### src/rtl/add64_sequencer_if.sv
// ---------------------------------------------------------------------------
// add64_sequencer_if
// Groups the operand, handshake and result signals of add64_sequencer.
//   start  : request a new operation (taken only while ready=1)
//   sub    : 0 = a+b, 1 = a-b, captured with start
//   a, b   : 64-bit operands, captured with start
//   ready  : sequencer can take start this cycle
//   busy   : operation in progress
//   done   : one-cycle pulse, result/cout/ovf valid
//   result : 64-bit sum or difference
//   cout   : carry out of bit 63 (subtract: 1 = no borrow)
//   ovf    : two's-complement signed overflow
// master = requester side, slave = sequencer side.
// ---------------------------------------------------------------------------
`timescale 1ns/1ps

interface add64_sequencer_if;
    logic        start;
    logic        sub;
    logic [63:0] a;
    logic [63:0] b;
    logic        ready;
    logic        busy;
    logic        done;
    logic [63:0] result;
    logic        cout;
    logic        ovf;

    modport master (
        output start, sub, a, b,
        input  ready, busy, done, result, cout, ovf
    );

    modport slave (
        input  start, sub, a, b,
        output ready, busy, done, result, cout, ovf
    );
endinterface

### src/rtl/add64_sequencer.sv
// ---------------------------------------------------------------------------
// add64_sequencer
// 64-bit add/subtract built from a single 16-bit carry-lookahead slice that
// is reused over four cycles, least significant slice first.
// Ports:
//   clk   : sole clock, rising edge
//   rst_n : synchronous active-low reset
//   bus   : add64_sequencer_if.slave (start/sub/a/b in, ready/busy/done/
//           result/cout/ovf out)
// Timing: accept at edge k, slice edges k+1..k+4, done high k+4..k+5.
//
// state | meaning
// ------+-----------------------------------------------------------
// IDLE  | waiting for start, ready=1
// RUN   | one 16-bit slice per cycle, idx selects the slice, busy=1
// DONE  | result/cout/ovf valid for one cycle, ready=1 (back-to-back)
// ---------------------------------------------------------------------------
`timescale 1ns/1ps

module add64_sequencer_cla16 (
    input  logic [15:0] x,
    input  logic [15:0] y,
    input  logic        cin,
    output logic [15:0] s,
    output logic        cout
);
    logic [15:0] g;
    logic [15:0] p;
    logic [15:0] c;
    logic [3:0]  gg;
    logic [3:0]  gp;
    logic [4:0]  bc;

    // Two-level lookahead: group generate/propagate per nibble, block
    // carries from the groups, then bit carries inside each nibble.
    always_comb begin
        g = x & y;
        p = x ^ y;
        for (int k = 0; k < 4; k++) begin
            gg[k] = g[4*k+3]
                  | (p[4*k+3] & g[4*k+2])
                  | (p[4*k+3] & p[4*k+2] & g[4*k+1])
                  | (p[4*k+3] & p[4*k+2] & p[4*k+1] & g[4*k]);
            gp[k] = p[4*k+3] & p[4*k+2] & p[4*k+1] & p[4*k];
        end

        bc[0] = cin;
        bc[1] = gg[0] | (gp[0] & cin);
        bc[2] = gg[1] | (gp[1] & gg[0]) | (gp[1] & gp[0] & cin);
        bc[3] = gg[2] | (gp[2] & gg[1]) | (gp[2] & gp[1] & gg[0])
              | (gp[2] & gp[1] & gp[0] & cin);
        bc[4] = gg[3] | (gp[3] & gg[2]) | (gp[3] & gp[2] & gg[1])
              | (gp[3] & gp[2] & gp[1] & gg[0])
              | (gp[3] & gp[2] & gp[1] & gp[0] & cin);

        for (int k = 0; k < 4; k++) begin
            c[4*k]   = bc[k];
            c[4*k+1] = g[4*k] | (p[4*k] & bc[k]);
            c[4*k+2] = g[4*k+1] | (p[4*k+1] & g[4*k])
                     | (p[4*k+1] & p[4*k] & bc[k]);
            c[4*k+3] = g[4*k+2] | (p[4*k+2] & g[4*k+1])
                     | (p[4*k+2] & p[4*k+1] & g[4*k])
                     | (p[4*k+2] & p[4*k+1] & p[4*k] & bc[k]);
        end

        s    = p ^ c;
        cout = bc[4];
    end
endmodule

module add64_sequencer (
    input  logic               clk,
    input  logic               rst_n,
    add64_sequencer_if.slave   bus
);
    typedef enum logic [1:0] {
        IDLE = 2'd0,
        RUN  = 2'd1,
        DONE = 2'd2
    } state_t;

    state_t      state;
    state_t      state_nxt;

    logic [63:0] opa;
    logic [63:0] opb;
    logic        cr;
    logic [1:0]  idx;
    logic [63:0] result_q;
    logic        cout_q;
    logic        ovf_q;

    logic        ready_i;
    logic        busy_i;
    logic        done_i;
    logic        accept;
    logic        last_slice;

    logic [15:0] slice_a;
    logic [15:0] slice_b;
    logic [15:0] slice_s;
    logic        slice_co;

    always_ff @(posedge clk) begin
        if (!rst_n) begin
            state <= IDLE;
        end else begin
            state <= state_nxt;
        end
    end

    always_comb begin
        state_nxt  = state;
        ready_i    = 1'b0;
        busy_i     = 1'b0;
        done_i     = 1'b0;
        accept     = 1'b0;
        last_slice = (idx == 2'd3);
        case (state)
            IDLE: begin
                ready_i = 1'b1;
                if (bus.start) begin
                    accept    = 1'b1;
                    state_nxt = RUN;
                end
            end
            RUN: begin
                busy_i = 1'b1;
                if (last_slice) begin
                    state_nxt = DONE;
                end
            end
            DONE: begin
                ready_i = 1'b1;
                done_i  = 1'b1;
                if (bus.start) begin
                    accept    = 1'b1;
                    state_nxt = RUN;
                end else begin
                    state_nxt = IDLE;
                end
            end
            default: begin
                state_nxt = IDLE;
            end
        endcase
    end

    // {idx, 4'b0} is 16*idx: selects the active slice of each operand.
    assign slice_a = opa[{idx, 4'b0000} +: 16];
    assign slice_b = opb[{idx, 4'b0000} +: 16];

    add64_sequencer_cla16 u_slice (
        .x    (slice_a),
        .y    (slice_b),
        .cin  (cr),
        .s    (slice_s),
        .cout (slice_co)
    );

    // Subtract is a + ~b + 1: the +1 enters as the initial slice carry.
    always_ff @(posedge clk) begin
        if (!rst_n) begin
            opa      <= '0;
            opb      <= '0;
            cr       <= 1'b0;
            idx      <= 2'd0;
            result_q <= '0;
            cout_q   <= 1'b0;
            ovf_q    <= 1'b0;
        end else if (accept) begin
            opa <= bus.a;
            opb <= bus.sub ? ~bus.b : bus.b;
            cr  <= bus.sub;
            idx <= 2'd0;
        end else if (state == RUN) begin
            result_q[{idx, 4'b0000} +: 16] <= slice_s;
            cr  <= slice_co;
            idx <= idx + 2'd1;
            if (last_slice) begin
                cout_q <= slice_co;
                // Overflow seen on the effective operands (b already inverted).
                ovf_q  <= (opa[63] == opb[63]) & (slice_s[15] != opa[63]);
            end
        end
    end

    assign bus.ready  = ready_i;
    assign bus.busy   = busy_i;
    assign bus.done   = done_i;
    assign bus.result = result_q;
    assign bus.cout   = cout_q;
    assign bus.ovf    = ovf_q;
endmodule

### src/flat_wrapper.sv
// flat-port wrapper written by rule: the top's interface ports become plain ports
module add64_sequencer_flat 
  (clk, rst_n, bus_start, bus_sub, bus_a, bus_b, bus_ready, bus_busy, bus_done, bus_result, bus_cout, bus_ovf);
  add64_sequencer_if bus_i ();
  input  logic clk;
  input  logic rst_n;
  input wire logic [$bits(bus_i.start)-1:0] bus_start;
  input wire logic [$bits(bus_i.sub)-1:0] bus_sub;
  input wire logic [$bits(bus_i.a)-1:0] bus_a;
  input wire logic [$bits(bus_i.b)-1:0] bus_b;
  output wire logic [$bits(bus_i.ready)-1:0] bus_ready;
  output wire logic [$bits(bus_i.busy)-1:0] bus_busy;
  output wire logic [$bits(bus_i.done)-1:0] bus_done;
  output wire logic [$bits(bus_i.result)-1:0] bus_result;
  output wire logic [$bits(bus_i.cout)-1:0] bus_cout;
  output wire logic [$bits(bus_i.ovf)-1:0] bus_ovf;
  assign bus_i.start = bus_start;
  assign bus_i.sub = bus_sub;
  assign bus_i.a = bus_a;
  assign bus_i.b = bus_b;
  assign bus_ready = bus_i.ready;
  assign bus_busy = bus_i.busy;
  assign bus_done = bus_i.done;
  assign bus_result = bus_i.result;
  assign bus_cout = bus_i.cout;
  assign bus_ovf = bus_i.ovf;
  add64_sequencer u_core (.clk(clk), .rst_n(rst_n), .bus(bus_i));
endmodule
### config.mk
export PLATFORM = sky130hd
export DESIGN_NAME = add64_sequencer_flat
export DESIGN_NICKNAME = d
export VERILOG_FILES = /design/src/rtl/add64_sequencer_if.sv /design/src/rtl/add64_sequencer.sv /design/src/flat_wrapper.sv
export SDC_FILE = /design/constraint.sdc
export NUM_CORES = 1
export LEC_CHECK = 0
export ABC_AREA = 0
export CORE_UTILIZATION = 55
export DETAILED_ROUTE_END_ITERATION = 8
export GPL_ROUTABILITY_DRIVEN = 0
export GPL_TIMING_DRIVEN = 0
export PLACE_DENSITY_LB_ADDON = 0.2
export RECOVER_POWER = 25
export REMOVE_ABC_BUFFERS = 1
export SLEW_MARGIN = 15
export SYNTH_ARGS = -nofsm -noshare
export SYNTH_HDL_FRONTEND = slang
export SYNTH_HIERARCHICAL = 1
export SYNTH_SLANG_ARGS = --single-unit
### constraint.sdc
create_clock -name clk -period 10.65 [get_ports clk]
set_clock_uncertainty 0.2 [all_clocks]
set_input_delay 2.13 -clock clk [delete_from_list [all_inputs] [get_ports clk]]
set_output_delay 2.13 -clock clk [all_outputs]
set_load 0.01 [all_outputs]
==> flow_metrics.tcl, run 1 <==
set metrics [dict create \
    setup_viol 0 \
    placed_cells 1289 \
    synth_ff_type "dfxtp_1" \
    via_per_inst 5.61 \
    postSynthCellCount 935 \
    ctsHoldBuffers 0 \
    r2r_start "u_core/idx[0]" \
    ys_async_sr_fraction_pct 0 \
    hpwl_um 15400 \
    synthXorXnorAreaFrac_pct 6.80 \
    worstPathRequired_ps 10820 \
    peakVddDrop_mv 0.119 \
    synthSimpleGateAreaFrac_pct 13.6 \
    synth_top_area_cell "dfxtp_1" \
    grt_pass1_vias 7271 \
    leakage_nw 5.05 \
    layout_worst_path_cycle_share_pct 60.5 \
    port_buffers 200 \
    whs_path_depth 2 \
    cts.clk_slew.worst_paths_ps 70 \
    num_rows 47 \
    drtIter0Drc 450 \
    overflow 0 \
    ys.warnings.count 6 \
    muxShareOfSynthArea_pct 7.88 \
    worstPathCellList "clkbuf_1 > nand2b_4 > nor4_4 > a22o_2" \
    ctsResizeCount 0 \
    min_period_ps 6450 \
    cts_tree "yes" \
    grt_pass1_wl_um 36800 \
    fmax_mhz 155 \
    cp-start-kind "primary input" \
    cts_setup_buffers 0 \
    worstSetupEndpointType "flip-flop" \
    yosysMostFrequentCell "nand2_1" \
    rsz0062_at_grt "false" \
    clock_path_buffers 2 \
    top_level_ports 201 \
    drt-total-wl_um 23000 \
    start_util_pct 56.1 \
    ys_top_cells_by_area "dfxtp_1 (43%), nand2_1 (10%), mux4_2 (7.8%), o211a_1 (7.0%), xnor2_1 (6.5%)" \
    design_area_um2 12000 \
    grtUsageTotal_pct 27.0 \
    critical_path_arrival_ps 6620 \
    power.total_mw 1.79 \
    slowest_stage "clkbuf_1" \
    nNetsFinal 1245 \
    post_dp_cell_area_um2 11400 \
    synth_cell_types 67 \
    cp_num_cells 4 \
    cts_sinks 199 \
    drt-pass1-iter-count 5 \
    drive_gt1_share_pct 9.99 \
    r2r_setup_slack_ps 5930 \
    grt_start_max_net_pins 107 \
    wl_per_cell_um 17.4 \
    netlist.area_leader.share_pct 42.9 \
    cp_top_family "buffers and inverters" \
    worstHoldStart "u_core/opa[50]" \
    ys_seq_area_share_pct 42.9 \
    via_count 7414 \
    criticalPathCategory "primary input to flip-flop" \
    status "finished with violations" \
    synth_top_family_by_area "compound AO/OA/AOI/OAI gates" \
    synth_seq_cells 199 \
    n_fill_cell 1241 \
    cellPowerDensity_nw_per_um2 149 \
    core_um2 16500 \
    antenna_found_initial 0 \
    worst_pin_slew_ps 4310 \
    drv_slew 106 \
    synth_compound_area_share_pct 20.7 \
    syn_area_um2 9280 \
    diodes 0 \
    reg2regPathDepth 11 \
    hp-class "flip-flop to flip-flop" \
    setup_slack_ps 4200 \
    cts-root-buf "clkbuf_16" \
    synthAdderAreaFrac_pct 3.70 \
    die_y_um 132 \
    syn2layout_area_growth_pct 29.6 \
    dieArea_um2 17400 \
    whs_endpoint "u_core/opa[50]" \
    max_stage_delay_ps 2980 \
    violations "capacitance limit, slew limit" \
    cts-buffers-inserted 17 \
    h-tree-depth 4 \
    pre_cts_slack_ps 6210 \
    cp_max_fo 106 \
    relSlewSlack_pct -188 \
    worstReg2RegEnd "u_core/bus.result[29]" \
    syn_avg_cell_area_um2 9.92 \
    synth_edf_count 0 \
    die_w_um 132 \
    netlist_top_cells_count "nand2_1 (251), dfxtp_1 (199), xnor2_1 (69)" \
    drc_errors 0 \
    timing.critical_path.buf_inv 1 \
    insertion_delay_ps 430 \
    fin_cells 1321 \
    hold_viol 0 \
    maxCapViolations 1 \
    ant_nets 0 \
]
-- worst max-delay path by stage --
| stage | from | endpoint | slack [ps] |
|---|---|---|---|
| 3_3_place_gp | bus_start | u_core/cr | -2100 |
| 3_5_place_dp | u_core/idx[0] | u_core/bus.result[61] | 6210 |
| 5_1_grt | rst_n | u_core/bus.result[12] | 3690 |
| 2_1_floorplan | bus_start | u_core/cr | 1700 |
| 6_report | rst_n | u_core/bus.result[7] | 4200 |
| 4_1_cts | u_core/idx[0] | u_core/bus.result[29] | 6100 |
-- placed cells by master, fill, tap and decap left out, types with 4 or more instances in the layout --
cell | Yosys | final
a21boi_0 | 63 | 64
nand2_1 | 251 | 251
clkbuf_8 | 0 | 5
o211a_1 | 65 | 65
buf_12 | 0 | 4
ha_1 | 21 | 21
nor2_1 | 9 | 9
mux4_2 | 32 | 32
a21oi_1 | 6 | 6
inv_1 | 9 | 9
clkdlybuf4s50_1 | 0 | 198
clkbuf_16 | 0 | 17
a22o_1 | 18 | 18
a22o_2 | 14 | 14
o22ai_1 | 32 | 32
fa_1 | 4 | 4
dfxtp_1 | 199 | 197
xnor2_1 | 69 | 69
buf_16 | 0 | 4
-- metrics by stage --
stage                     setup TNS, ps  hold WS, ps  utilization [%]
final                                 0          259             72.7
after global placement          -214220          238             67.7
after floorplan                       0          232                -
after CTS                             0          260             72.8
after detailed placement              0          248             68.9
after global routing                  0          284             72.7
-- state kept, by name, summed over array words and instances, names as in the netlist --
signal and cells:
u_core/state 2, u_core/opb 64, u_core/opa 64, u_core/bus.result 64
u_core/cr 1, u_core/idx 2, u_core/bus.ovf 1, u_core/bus.cout 1
-- cell type report --
class / instances / area (µm²) / share of cell area (%)
clock buffers: 22 / 494 / 4.11
inverters: 10 / 37.5 / 0.312
flip-flops and latches: 199 / 3990 / 33.2
clock inverters: 10 / 140 / 1.17
multi-input cells: 652 / 4900 / 40.8
well taps: 220 / 275 / 2.29
repair buffers: 208 / 2180 / 18.2
-- routing by layer --
metal	GRT usage [%]	wire length, µm
met4	8.40	418
met2	45.4	11300
met5	0	0
met3	6.15	1210
met1	34.4	10100
-- worst reg2reg max path, stage by stage (launching register included) --
cell and delay (ps):
dfxtp_4 860, mux4_2 640, ha_1 360, a21o_1 210, a21oi_2 330, a21oi_1 230
o211a_1 270, a211o_1 280, fa_1 420, xor2_1 330, nand2_1 160, o22ai_1 340
-- cell families after synthesis --
group | Yosys count
XOR/XNOR | 72
flip-flops | 199
adder cells (fa/ha/maj) | 25
AND/OR/NAND/NOR | 292
buffers and inverters | 84
multiplexers | 33
AO/OA/AOI/OAI | 230
-- where the power goes --
part	switching, mW	total (mW)	leakage, nW	internal [mW]
Combinational	0.140	0.294	3.10	0.154
Clock	0.280	0.682	0.317	0.403
Sequential	0.0279	0.814	1.63	0.786
(Power assumes the default switching activity.)
==> run 2: changes to the inputs <==
Settings changed: CORE_UTILIZATION 55 to 46.
Clock period 10.65 ns to 5.8 ns, I/O delays scaled along.
==> flow_metrics.tcl, run 2 (synthesis results as in run 1) <==
set metrics [dict create \
    status "finished with violations" \
    violations "capacitance limit, slew limit" \
    cts-root-buf "clkbuf_16" \
    grtUsageTotal_pct 22.7 \
    wl_per_cell_um 16.5 \
    grt_start_max_net_pins 114 \
    setup_viol 0 \
    n_fill_cell 1711 \
    drt-pass1-iter-count 4 \
    hpwl_um 15500 \
    hold_viol 0 \
    cts_tree "yes" \
    r2r_start "u_core/idx[0]" \
    relSlewSlack_pct -86.6 \
    via_per_inst 5.31 \
    holdWs_ps 263 \
    cts-buffers-inserted 17 \
    core_um2 19600 \
    worstPathRequired_ps 5940 \
    final_common_cell "nand2_1" \
    start_util_pct 47.4 \
    grt_pass1_wl_um 35800 \
    ctsResizeCount 0 \
    crit_path_start "bus_start" \
    drive_gt1_share_pct 9.72 \
    critical_path_arrival_ps 4940 \
    multi_input_area_um2 4890 \
    fmax_mhz 208 \
    most-common-layout-cells "nand2_1 (251), dfxtp_1 (197), clkdlybuf4s50_1 (185), xnor2_1 (69)" \
    maxCapViolations 3 \
    overflow 0 \
    pre_cts_slack_ps 1270 \
    min_period_ps 4810 \
    peakVddDrop_mv 0.181 \
    ant_nets 0 \
    rsz0062_at_grt "false" \
    setup_slack_ps 994 \
    die_y_um 144 \
    worstSetupEndpointType "flip-flop" \
    via_count 7255 \
    antenna_found_initial 0 \
    worstHoldStart "u_core/opa[61]" \
    leakage_nw 5.04 \
    cp-start-kind "primary input" \
    h-tree-depth 4 \
    syn2layout_area_growth_pct 29.1 \
    cp_max_fo 39 \
    criticalPathCategory "primary input to flip-flop" \
    layout_worst_path_cycle_share_pct 82.9 \
    nNetsFinal 1245 \
    grt_pass1_vias 6689 \
    drv_slew 130 \
    clock_path_buffers 2 \
    drtIter0Drc 297 \
    register_area_um2 3990 \
    dieArea_um2 20700 \
    top_level_ports 201 \
    insertion_delay_ps 440 \
    drt-total-wl_um 22500 \
    die_w_um 144 \
    cellPowerDensity_nw_per_um2 267 \
    diodes 0 \
    num_rows 51 \
    ctsHoldBuffers 0 \
    worst_pin_slew_ps 2800 \
    drc_errors 0 \
    cts.clk_slew.worst_paths_ps 70 \
    port_buffers 200 \
    cts_setup_buffers 0 \
    cts_sinks 199 \
    hp-class "flip-flop to flip-flop" \
]
[run 2: final cells by class]
type	instances	share of cell area, %
clock inverter	14	1.16
multi-input combinational	652	40.8
clock buffer	18	3.67
tap	265	2.77
timing repair buffer	208	18.0
inverter	10	0.313
sequential	199	33.3
[run 2: path summary, 6_finish.rpt]
check | slack (ps) | endpoint | depth (start not counted)
worst max register to register | 1300 | u_core/bus.result[29] | 10
worst min-delay path | 260 | u_core/opa[61] | 2
worst min register to register | 260 | u_core/opa[61] | 2
worst max-delay path | 990 | u_core/opb[3] | 7
[run 2: stage by stage]
stage | utilization [%] | std cells | setup TNS [ps] | total power [mW] | instance area [µm²]
final | 61.1 | 1366 | 0 | 3.19 | 12000
after global routing | 61.1 | 1366 | 0 | 3.33 | 12000
after CTS | 61.4 | 1366 | 0 | 3.23 | 12000
after detailed placement | 58.4 | 1334 | 0 | 2.06 | 11400
after global placement | 57.4 | 1326 | -822090 | 2.07 | 11200
after floorplan | - | 861 | -265370 | 1.83 | 8910
[run 2: power by group]
group	switching, mW	internal (mW)
sequential	0.0481	1.44
combinational	0.255	0.276
clock	0.554	0.616
[run 2: critical path, cell delays in order]
cell and delay (ps):
dlygate4sd3_1 550, nor2b_1 1250, clkbuf_1 1270, buf_12 310, buf_16 180, nand2_1 70, o211a_1 120
[run 2: layer usage]
layer,wire [µm],global-route usage [%],part of all wire [%],vias to the layer above
met5,0,0,0,-
met4,212,5.32,0.94,0
met3,1310,5.07,5.8,15
met2,10800,37.0,48,190
met1,10200,30.4,45,3454
li1,-,-,-,3596
